==> config.mk <==
export PLATFORM = sky130hd
export DESIGN_NAME = nn_data_path
export DESIGN_NICKNAME = d
export VERILOG_FILES = /design/src/rtl/nn_data_path.sv
export SDC_FILE = /design/constraint.sdc
export NUM_CORES = 1
export LEC_CHECK = 0
export CAP_MARGIN = 20
export CORE_ASPECT_RATIO = 0.6
export CORE_UTILIZATION = 40
export CTS_CLUSTER_DIAMETER = 100
export DETAILED_ROUTE_END_ITERATION = 8
export PLACE_DENSITY = 0.67
export SLEW_MARGIN = 20
export SYNTH_ARGS = -nofsm -noshare
export SYNTH_HDL_FRONTEND = slang
export SYNTH_SLANG_ARGS = --single-unit
==> constraint.sdc <==
create_clock -name clk_clk -period 2.8 [get_ports clk_clk]
set_clock_uncertainty 0.2 [all_clocks]
set_input_delay 0.28 -clock clk_clk [delete_from_list [all_inputs] [get_ports clk_clk]]
set_output_delay 0.28 -clock clk_clk [all_outputs]
set_load 0.05 [all_outputs]
==> src/rtl/nn_data_path.sv <==
// nn_data_path: code/weight/input/label memories feeding a fetch -> decode/execute pipeline.
// Define MAC_SATURATE_EN to clamp the accumulator on signed overflow; otherwise it wraps.
module nn_data_path #(
    parameter int unsigned CODE_DEPTH = 64,
    parameter int unsigned LAYERS     = 4,
    parameter int unsigned ROWS       = 8
) (
    input  logic        clk_clk,
    input  logic        reset_reset_n,
    input  logic        code_storage_write_interface_is_write,
    input  logic [31:0] code_storage_write_interface_write_line,
    input  logic [11:0] code_storage_write_interface_write_data,
    input  logic        code_storage_enable_interface_enable,
    input  logic        controller_enable_interface_enable,
    input  logic        weight_storage_is_write_interface_is_write,
    input  logic [31:0] weight_storage_write_interface_write_layer_index,
    input  logic [31:0] weight_storage_write_interface_write_row_index,
    input  logic [47:0] weight_storage_write_interface_write_data,
    input  logic        input_storage_is_write_interface_is_write,
    input  logic [31:0] input_storage_write_interface_write_layer_index,
    input  logic [31:0] input_storage_write_interface_write_row_index,
    input  logic [47:0] input_storage_write_interface_write_data,
    input  logic        label_storage_is_write_interface_is_write,
    input  logic [31:0] label_storage_write_interface_write_layer_index,
    input  logic [31:0] label_storage_write_interface_write_row_index,
    input  logic [47:0] label_storage_write_interface_write_data,
    input  logic        matrix_storage_locator_reset_interface_reset,
    output logic [31:0] fetch_to_decode_register_code_index_out_interface_code_index
);

    localparam int unsigned INSTR_W   = 12;
    localparam int unsigned ELEM_W    = 16;
    localparam int unsigned ROW_W     = 3 * ELEM_W;
    localparam int unsigned ACC_W     = 32;
    localparam int unsigned SUM_W     = ACC_W + 3;
    localparam int unsigned IDX_W     = 32;
    localparam int unsigned PC_W      = (CODE_DEPTH > 1) ? $clog2(CODE_DEPTH) : 1;
    localparam int unsigned LAYER_W   = (LAYERS > 1) ? $clog2(LAYERS) : 1;
    localparam int unsigned ROW_IDX_W = (ROWS > 1) ? $clog2(ROWS) : 1;
    localparam int unsigned MAT_DEPTH = LAYERS * ROWS;
    localparam int unsigned MAT_W     = (MAT_DEPTH > 1) ? $clog2(MAT_DEPTH) : 1;

    localparam logic [3:0] OP_JMP  = 4'h1;
    localparam logic [3:0] OP_HALT = 4'h2;
    localparam logic [3:0] OP_CLR  = 4'h3;
    localparam logic [3:0] OP_MAC  = 4'h4;
    localparam logic [3:0] OP_NEXT = 4'h5;
    localparam logic [3:0] OP_SUBL = 4'h6;
    localparam logic [INSTR_W-1:0] NOP_WORD = 12'h000;

`ifdef MAC_SATURATE_EN
    localparam logic signed [ACC_W-1:0] ACC_MAX = 32'sh7FFF_FFFF;
    localparam logic signed [ACC_W-1:0] ACC_MIN = 32'sh8000_0000;
`endif

    typedef struct packed {
        logic               valid;
        logic [PC_W-1:0]    index;
        logic [INSTR_W-1:0] instr;
    } fd_reg_t;

    logic [INSTR_W-1:0] code_mem   [CODE_DEPTH];
    logic [ROW_W-1:0]   weight_mem [MAT_DEPTH];
    logic [ROW_W-1:0]   input_mem  [MAT_DEPTH];
    logic [ROW_W-1:0]   label_mem  [MAT_DEPTH];

    logic [PC_W-1:0]         pc;
    fd_reg_t                 fd_q;
    logic                    halted;
    logic signed [ACC_W-1:0] acc;
    logic [LAYER_W-1:0]      loc_layer;
    logic [ROW_IDX_W-1:0]    loc_row;

    function automatic logic mat_in_range(input logic [IDX_W-1:0] layer,
                                          input logic [IDX_W-1:0] row);
        return (layer < IDX_W'(LAYERS)) && (row < IDX_W'(ROWS));
    endfunction

    function automatic logic [MAT_W-1:0] mat_addr(input logic [IDX_W-1:0] layer,
                                                   input logic [IDX_W-1:0] row);
        return MAT_W'(layer * IDX_W'(ROWS) + row);
    endfunction

    // Accumulator plus the three 32-bit element products, kept wide so overflow is visible.
    function automatic logic signed [SUM_W-1:0] mac_total(input logic signed [ACC_W-1:0] a,
                                                          input logic [ROW_W-1:0] w,
                                                          input logic [ROW_W-1:0] x);
        logic signed [SUM_W-1:0]  s;
        logic signed [ELEM_W-1:0] we;
        logic signed [ELEM_W-1:0] xe;
        logic signed [ACC_W-1:0]  p;
        s = SUM_W'(a);
        for (int i = 0; i < 3; i++) begin
            we = w[i*ELEM_W +: ELEM_W];
            xe = x[i*ELEM_W +: ELEM_W];
            p  = ACC_W'(we) * ACC_W'(xe);
            s  = s + SUM_W'(p);
        end
        return s;
    endfunction

    function automatic logic signed [ACC_W-1:0] fit_acc(input logic signed [SUM_W-1:0] s);
`ifdef MAC_SATURATE_EN
        if (s > SUM_W'(ACC_MAX)) return ACC_MAX;
        if (s < SUM_W'(ACC_MIN)) return ACC_MIN;
`endif
        return ACC_W'(s);
    endfunction

    // Host writes; out-of-range addresses are dropped rather than wrapped.
    always_ff @(posedge clk_clk) begin
        if (code_storage_write_interface_is_write &&
            (code_storage_write_interface_write_line < IDX_W'(CODE_DEPTH))) begin
            code_mem[PC_W'(code_storage_write_interface_write_line)] <=
                code_storage_write_interface_write_data;
        end
        if (weight_storage_is_write_interface_is_write &&
            mat_in_range(weight_storage_write_interface_write_layer_index,
                         weight_storage_write_interface_write_row_index)) begin
            weight_mem[mat_addr(weight_storage_write_interface_write_layer_index,
                                weight_storage_write_interface_write_row_index)] <=
                weight_storage_write_interface_write_data;
        end
        if (input_storage_is_write_interface_is_write &&
            mat_in_range(input_storage_write_interface_write_layer_index,
                         input_storage_write_interface_write_row_index)) begin
            input_mem[mat_addr(input_storage_write_interface_write_layer_index,
                               input_storage_write_interface_write_row_index)] <=
                input_storage_write_interface_write_data;
        end
        if (label_storage_is_write_interface_is_write &&
            mat_in_range(label_storage_write_interface_write_layer_index,
                         label_storage_write_interface_write_row_index)) begin
            label_mem[mat_addr(label_storage_write_interface_write_layer_index,
                               label_storage_write_interface_write_row_index)] <=
                label_storage_write_interface_write_data;
        end
    end

    // Asynchronous reads: a same-edge write is not yet visible, so reads see old data.
    logic [MAT_W-1:0]         loc_addr;
    logic [INSTR_W-1:0]       fetch_instr;
    logic [ROW_W-1:0]         weight_row;
    logic [ROW_W-1:0]         input_row;
    logic [ROW_W-1:0]         label_row;
    logic signed [ELEM_W-1:0] label_e0;
    logic                     unused_label_hi;

    assign loc_addr        = mat_addr(IDX_W'(loc_layer), IDX_W'(loc_row));
    assign fetch_instr     = code_mem[pc];
    assign weight_row      = weight_mem[loc_addr];
    assign input_row       = input_mem[loc_addr];
    assign label_row       = label_mem[loc_addr];
    assign label_e0        = label_row[ELEM_W-1:0];
    assign unused_label_hi = ^label_row[ROW_W-1:ELEM_W];

    logic                    advance;
    logic                    exec;
    logic [3:0]              op;
    logic [7:0]              operand;
    logic                    do_jmp;
    logic                    do_halt;
    logic                    do_next;
    logic [PC_W-1:0]         pc_inc;
    logic [PC_W-1:0]         jmp_target;
    logic signed [SUM_W-1:0] mac_sum;
    logic signed [SUM_W-1:0] sub_sum;

    assign advance    = code_storage_enable_interface_enable &&
                        controller_enable_interface_enable && !halted;
    assign exec       = advance && fd_q.valid;
    assign op         = fd_q.instr[11:8];
    assign operand    = fd_q.instr[7:0];
    assign do_jmp     = exec && (op == OP_JMP);
    assign do_halt    = exec && (op == OP_HALT);
    assign do_next    = exec && (op == OP_NEXT);
    assign pc_inc     = (pc == PC_W'(CODE_DEPTH - 1)) ? '0 : pc + PC_W'(1);
    assign jmp_target = PC_W'(IDX_W'(operand) % IDX_W'(CODE_DEPTH));
    assign mac_sum    = mac_total(acc, weight_row, input_row);
    assign sub_sum    = SUM_W'(acc) - SUM_W'(label_e0);

    // Pipeline, accumulator and locator; reset is synchronous and active-high.
    always_ff @(posedge clk_clk) begin
        if (reset_reset_n) begin
            pc        <= '0;
            fd_q      <= '{valid: 1'b0, index: '0, instr: NOP_WORD};
            halted    <= 1'b0;
            acc       <= '0;
            loc_layer <= '0;
            loc_row   <= '0;
        end else begin
            if (advance) begin
                if (do_halt) begin
                    halted <= 1'b1;
                end else begin
                    // A taken jump squashes the word fetched alongside it but keeps its index.
                    fd_q <= '{valid: !do_jmp, index: pc, instr: fetch_instr};
                    pc   <= do_jmp ? jmp_target : pc_inc;
                end
                if (exec) begin
                    case (op)
                        OP_CLR:  acc <= '0;
                        OP_MAC:  acc <= fit_acc(mac_sum);
                        OP_SUBL: acc <= fit_acc(sub_sum);
                        default: ;
                    endcase
                end
            end
            if (matrix_storage_locator_reset_interface_reset) begin
                loc_layer <= '0;
                loc_row   <= '0;
            end else if (do_next) begin
                if (loc_row == ROW_IDX_W'(ROWS - 1)) begin
                    loc_row   <= '0;
                    loc_layer <= (loc_layer == LAYER_W'(LAYERS - 1)) ? '0
                                                                     : loc_layer + LAYER_W'(1);
                end else begin
                    loc_row <= loc_row + ROW_IDX_W'(1);
                end
            end
        end
    end

    assign fetch_to_decode_register_code_index_out_interface_code_index = IDX_W'(fd_q.index);

endmodule

==> run summary, run 1 <==
======================================================================================================
Setup crit start kind                                                                        flip-flop
Area taken by flip-flops and latches                                                        19,700 um2
Peak supply drop                                                                                464 uV
Register bit total from synthesis                                                                  664
Leakage                                                                                        9.69 nW
Vias per cell                                                                                     5.60
Number of failing hold endpoints at the final stage                                                  0
Setup-failing EPs final                                                                              0
Final routed DRC violation total                                                                     0
Width of the chip                                                                               333 um
Sw Share                                                                                         20.6%
Aggregate global routing overflow                                                                    0
Finished Core Util                                                                               47.3%
Wire length of the first global-routing pass                                                 92,300 um
Power density normalized to cell area                                                       647 nW/um2
Number of placement rows                                                                            72
Depth of the CTS H-tree                                                                              2
Logic depth of the worst register-to-register path                                                   7
Total wire length after detailed routing                                                     63,800 um
Clock share of power                                                                             40.2%
Worst slew pin tran                                                                             970 ps
Count of antenna-violating nets left after detailed routing                                          0
Tcrit/Tclk final                                                                                 96.7%
Post-synth EDFFs                                                                                   640
Data arrival time of the critical path                                                         3000 ps
Starting utilization of the core area                                                            40.7%
Layout cells sized above 1                                                                       19.9%
CTS sink cnt                                                                                       664
Routability cong.                                                                                0.917
Critical setup path kind                                                                  flip-flop to flip-flop
Setup tns final                                                                                   0 ps
Average instance area after synthesis                                                         18.0 um2
Synthesis Warnings                                                                                   0
Vias in the first global route                                                                  13,598
CTS max path bufs                                                                                    3
Dominant synthesized flop cell                                                                edfxtp_1
Net count, final                                                                                 2,041
Type of destination of the critical path                                                     flip-flop
Synthesized instance count                                                                       1,460
All-Layer GR Usage                                                                               18.9%
Family with the most delay on the worst path                                              simple AND/OR/NAND/NOR gates
Vias                                                                                            14,256
Floorplan die area                                                                          66,800 um2
Antenna violations before repair                                                                     1
Clock transition at the register clock pins on the worst setup and hold paths after CTS          70 ps
Post-synthesis sequential area ratio                                                             74.9%
Number of instances on the worst hold path                                                           1
Vertical die dimension                                                                          201 um
Sequential power share                                                                           55.1%
Number of search-and-repair iterations in the first detailed-routing pass                            5
Clock Tree Root                                                                              clkbuf_16
Cell at the slowest stage of the critical path                                                   or4_1
Number of antenna repair diodes                                                                      0
Cell chain of the critical path                                                           buf_12 -> buf_4 -> mux2i_1 -> o22ai_1 -> or4_1 -> a2bb2oi_1 -> nand3_1
DR WL/cell                                                                                     25.1 um
Area of the multi-input gates                                                                 5950 um2
Switching power total                                                                        0.00408 W
Unique cell type count in the Yosys netlist                                                         55
TritonCTS clock tree                                                                               yes
Sum of net half-perimeters after detailed placement                                          42,500 um
Pin count of the biggest net entering global routing                                                65
Cell internal power dissipation                                                               0.0157 W
Share of flip-flops with an asynchronous set or reset after synthesis                               0%
Path length in cells of the critical path                                                            7
Standard cell core area                                                                     64,700 um2
Initial detailed-routing violation count                                                         1,656
I/O pins                                                                                           421
Max_cap viols                                                                                        0
Required @ worst endpoint                                                                      3090 ps
Filler cells                                                                                     5,382
Synthesized area                                                                            26,300 um2
Commonest non-fill, non-tap cells in the layout                                           640 x edfxtp_1, 212 x mux2i_1, 144 x buf_4
Hold Path Class                                                                           input port to flip-flop
Logic pwr share                                                                                   4.7%
Clock latency at the later pin of the worst-skew pair                                           610 ps
Run status                                                                                finished, final reports clean
Top achievable clock speed                                                                     369 MHz
Max transition margin                                                                            35.3%
Most common library cell in the layout ignoring fill and taps                                 edfxtp_1
Critical path buffer and inverter count                                                              2
Critical path peak fanout                                                                           15
Number of max-slew violations in the final report                                                    0
TritonCTS Buffers                                                                                   56
Min Clock Period, post-route                                                                   2710 ps
Unrepaired setup endpoints after global routing                                                     no
Slowest Stage Delay on Critical Path                                                            610 ps
Port-buffer cells                                                                                   52
Synthesis-to-layout area growth                                                                  16.3%
======================================================================================================
[power by group through the flow]
stage	Combinational (W)	Clock (W)	Sequential, W
after floorplan	0.000556	0	0.0111
after global placement	0.000906	0	0.0111
after detailed placement	0.000930	0	0.0111
after CTS	0.000937	0.00806	0.0109
after global routing	0.000995	0.00844	0.0109
final	0.000940	0.00795	0.0109
[final cells by class]
cell class / count / share of cell area (%)
clock inverters: 32 / 1.21
multi-input cells: 705 / 19.4
flip-flops and latches: 664 / 64.4
repair buffers: 222 / 6.61
well taps: 851 / 3.48
clock buffers: 70 / 4.82
inverters: 2 / 0.0245
[registers in the layout (all words and copies together), names as in the netlist]
name,count
code_mem,640
halted,1
fd_q,11
pc,6
fetch_to_decode_register_code_index_out_interface_code_index,6
[worst paths after layout]
path,start,end,slack (ps)
max reg2reg,pc[1],fd_q[8],90
min,code_storage_write_interface_write_data[4],code_mem[7][4],20
max,pc[1],fd_q[8],90
min reg2reg,fd_q[2],fd_q[2],270
[per-layer routing]
metal  wire, um  vias up  track usage [%]  part of all wire (%)
li1           -     6227                -                     -
met1      29300     7324             29.9                    46
met2      26000      637             25.1                    41
met3       7690       68             6.41                    12
met4        795        0             3.04                   1.2
met5          0        -                0                     0
[synth_stat cells (3+ instances only)]
cell type / n / area share (%)
buf_6: 10 / 0.43
mux2_2: 17 / 0.73
edfxtp_1: 640 / 73
buf_2: 27 / 0.51
nand4bb_1: 3 / 0.13
a31oi_1: 3 / 0.071
nand2_1: 48 / 0.69
nand3b_1: 5 / 0.14
o2bb2ai_1: 3 / 0.10
mux4_2: 54 / 4.6
nor3_1: 5 / 0.095
nand3_1: 14 / 0.27
nand4b_1: 5 / 0.17
o21ai_0: 6 / 0.11
or4_1: 10 / 0.29
a221oi_1: 12 / 0.40
buf_1: 5 / 0.071
buf_4: 55 / 1.6
nor4_1: 16 / 0.38
mux2i_1: 212 / 8.1
and2_1: 3 / 0.071
dfxtp_1: 24 / 1.8
nor2b_1: 9 / 0.21
nand2b_1: 3 / 0.071
nand4_1: 4 / 0.095
a2bb2oi_1: 7 / 0.23
clkbuf_1: 17 / 0.24
o22ai_1: 83 / 2.0
o2111ai_1: 5 / 0.17
a22oi_1: 26 / 0.74
nor2_1: 80 / 1.1
a21oi_1: 20 / 0.38
[per-stage QoR]
stage | hold slack, ps | area [um2] | setup slack [ps] | std cells | total power [W]
floorplan | 179 | 26400 | 456 | 1485 | 0.0117
global placement | 249 | 28700 | 37.5 | 2439 | 0.0120
detailed placement | 261 | 28700 | -71.7 | 2439 | 0.0120
CTS | 4.17 | 30600 | 113 | 2545 | 0.0199
global route | 1.46 | 30600 | 9.98 | 2546 | 0.0203
finish | 21.2 | 30600 | 92.6 | 2546 | 0.0198
[cells by family after synthesis]
kind of cell	Yosys count	share of synthesized area (%)
multiplexers	283	13.4
flip-flops	664	74.9
AO/OA/AOI/OAI	178	4.64
adder cells (fa/ha/maj)	1	0.0476
other	1	0.0143
buffers and inverters	116	2.85
AND/OR/NAND/NOR	217	4.13
[what timing repair did]
action | CTS | global route
setup buffers | 0 | 0
hold endpoints to repair | 74 | 2
hold buffers | 4 | 1
resized for setup | 0 | 0
No activity file was read; power rests on OpenSTA's default activity.
==> inputs of run 2 (changes only) <==
--- a/config.mk
+++ b/config.mk
@@ -7,6 +7,7 @@
 export LEC_CHECK = 0
 export CAP_MARGIN = 20
 export CORE_ASPECT_RATIO = 0.6
+export CORE_MARGIN = 2
 export CORE_UTILIZATION = 40
 export CTS_CLUSTER_DIAMETER = 100
 export DETAILED_ROUTE_END_ITERATION = 8
==> run 2 against run 1 <==
  * Count of clock-buffer cells in the layout increased by 2
  * Global-route usage fell by 0.72 points
  * Largest cell class unchanged
  * Die area up 1.6%
  * Largest power group unchanged
  * Critical path type unchanged
==> run summary, run 2 (synthesized netlist as in run 1, its figures left out) <==
======================================================================================================
Worst-case setup margin in the final layout                                                     180 ps   was 92.6 ps
Vias per cell                                                                                     5.57   was 5.60
Antenna violations before repair                                                                     0   was 1
Pin count of the biggest net entering global routing                                                65   unchanged
Floorplan die area                                                                          67,900 um2   was 66,800 um2
Vias                                                                                            14,113   was 14,256
Run status                                                                                finished, final reports clean   unchanged
Peak supply drop                                                                                523 uV   was 464 uV
Initial detailed-routing violation count                                                         1,760   was 1,656
Most common library cell in the layout ignoring fill and taps                                 edfxtp_1   unchanged
Tcrit/Tclk final                                                                                 93.6%   was 96.7%
Count of antenna-violating nets left after detailed routing                                          0   unchanged
Required @ worst endpoint                                                                      3090 ps   about the same
Aggregate global routing overflow                                                                    0   unchanged
Critical setup path kind                                                                  flip-flop to flip-flop   unchanged
TritonCTS clock tree                                                                               yes   unchanged
Critical path peak fanout                                                                           20   was 15
Number of placement rows                                                                            72   unchanged
Setup crit start kind                                                                        flip-flop   unchanged
Post-route non-filler standard cell count                                                        2,536   was 2,546
Max transition margin                                                                            47.7%   was 35.3%
DR WL/cell                                                                                     24.5 um   was 25.1 um
Depth of the CTS H-tree                                                                              2   unchanged
Worst slew pin tran                                                                             784 ps   was 970 ps
Clock Tree Root                                                                              clkbuf_16   unchanged
Width of the chip                                                                               335 um   was 333 um
Standard cell core area                                                                     64,800 um2   was 64,700 um2
Routability cong.                                                                                0.852   was 0.917
Number of failing hold endpoints at the final stage                                                  0   unchanged
Number of antenna repair diodes                                                                      0   unchanged
Total wire length after detailed routing                                                     62,000 um   was 63,800 um
Total instance count after detailed placement                                                    2,432   was 2,439
Sum of internal, switching and leakage power                                                  0.0195 W   was 0.0198 W
Number of max-slew violations in the final report                                                    0   unchanged
Largest Register                                                                              code_mem   unchanged
Top achievable clock speed                                                                     382 MHz   was 369 MHz
Hold Path Class                                                                           input port to flip-flop   unchanged
Setup slack after placement                                                                    -130 ps   was -71.7 ps
Max_cap viols                                                                                        0   unchanged
Port-buffer cells                                                                                   52   unchanged
TritonCTS Buffers                                                                                   55   was 56
Buffers inserted by post-CTS timing repair                                                           0   unchanged
Synthesis-to-layout area growth                                                                  15.8%   was 16.3%
CTS max path bufs                                                                                    3   unchanged
Setup-failing EPs final                                                                              0   unchanged
Starting utilization of the core area                                                            40.6%   was 40.7%
Clock latency at the later pin of the worst-skew pair                                           610 ps   about the same
All-Layer GR Usage                                                                               18.2%   was 18.9%
Wire length of the first global-routing pass                                                 90,400 um   was 92,300 um
Vertical die dimension                                                                          203 um   was 201 um
Largest registers ranked by flip-flop count                                               code_mem: 640 flops, fd_q: 11 flops   unchanged
Finished Core Util                                                                               47.0%   was 47.3%
Layout cells sized above 1                                                                       19.5%   was 19.9%
Unrepaired setup endpoints after global routing                                                     no   unchanged
Sum of net half-perimeters after detailed placement                                          40,900 um   was 42,500 um
Min Clock Period, post-route                                                                   2620 ps   was 2710 ps
Commonest non-fill, non-tap cells in the layout                                           640 x edfxtp_1, 212 x mux2i_1, 137 x buf_4   was 640 x edfxtp_1, 212 x mux2i_1, 144 x buf_4
Data arrival time of the critical path                                                         2910 ps   was 3000 ps
Leakage                                                                                        9.61 nW   was 9.69 nW
Vias in the first global route                                                                  13,672   was 13,598
Largest register FFs                                                                               640   unchanged
I/O pins                                                                                           421   unchanged
Final routed DRC violation total                                                                     0   unchanged
Type of destination of the critical path                                                     flip-flop   unchanged
Net count, final                                                                                 2,032   was 2,041
Number of search-and-repair iterations in the first detailed-routing pass                            7   was 5
Clock transition at the register clock pins on the worst setup and hold paths after CTS          80 ps   was 70 ps
Power density normalized to cell area                                                       641 nW/um2   was 647 nW/um2
CTS sink cnt                                                                                       664   unchanged
======================================================================================================
run 2: changes by cell type in the layout (fill, tap and decap cells not counted), moves of 2 or more:
| cell | delta |
|---|---|
| clkbuf_16 | -2 |
| clkinvlp_4 | +2 |
| clkbuf_1 | +2 |
| buf_4 | -7 |
| clkinv_2 | -2 |
| clkbuf_8 | +2 |
| bufinv_16 | -2 |
run 2: worst max-delay path, stage by stage (launching register included):
cell and delay (ps):
dfxtp_2 430, nand4b_1 130, buf_4 310, o22ai_1 270, or4_1 730, a2bb2oi_1 300
nand3_1 120
run 2: layer usage:
metal | routed length, um | vias to the layer above | global-route usage (%)
met5 | 0 | - | 0
met4 | 868 | 0 | 3.19
met3 | 6760 | 75 | 5.77
met2 | 24900 | 583 | 24.3
met1 | 29500 | 7257 | 28.9
li1 | - | 6198 | -
run 2: final timing paths:
kind	from	end	slack, ps	cells after the start
hold / removal	code_storage_write_interface_write_data[0]	code_mem[47][0]	60	1
setup reg to reg	pc[2]	fd_q[1]	180	6
hold reg to reg	flip-flop	flip-flop	270	2
setup / recovery	pc[2]	fd_q[1]	180	6
run 2: area by class of cell:
class,instances,area [um2]
clock buffers,72,1460
clock inverters,28,310
fillers,5336,34300
inverters,2,7.51
multi-input cells,705,5950
flip-flops and latches,664,19700
well taps,851,1060
repair buffers,214,1960
run 2: where the power goes:
group	leakage (nW)	switching (W)	total, W	internal (W)
Sequential	5.95	0.0000144	0.0109	0.0109
Clock	0.855	0.00347	0.00771	0.00423
Combinational	2.81	0.000576	0.000930	0.000353
run 2: stage by stage:
step	instance area, um2	TNS, ps	hold WS, ps
final	30500	0	62.2
after global routing	30500	0	77.3
after CTS	30500	0	41.5
after detailed placement	28600	-3650	259
after global placement	28600	-212	254
after floorplan	26400	0	179
run 2: timing repair:
item,4_1_cts,5_1_grt
endpoints found under the hold margin,72,0
hold buffers,4,0
resized for setup,0,0
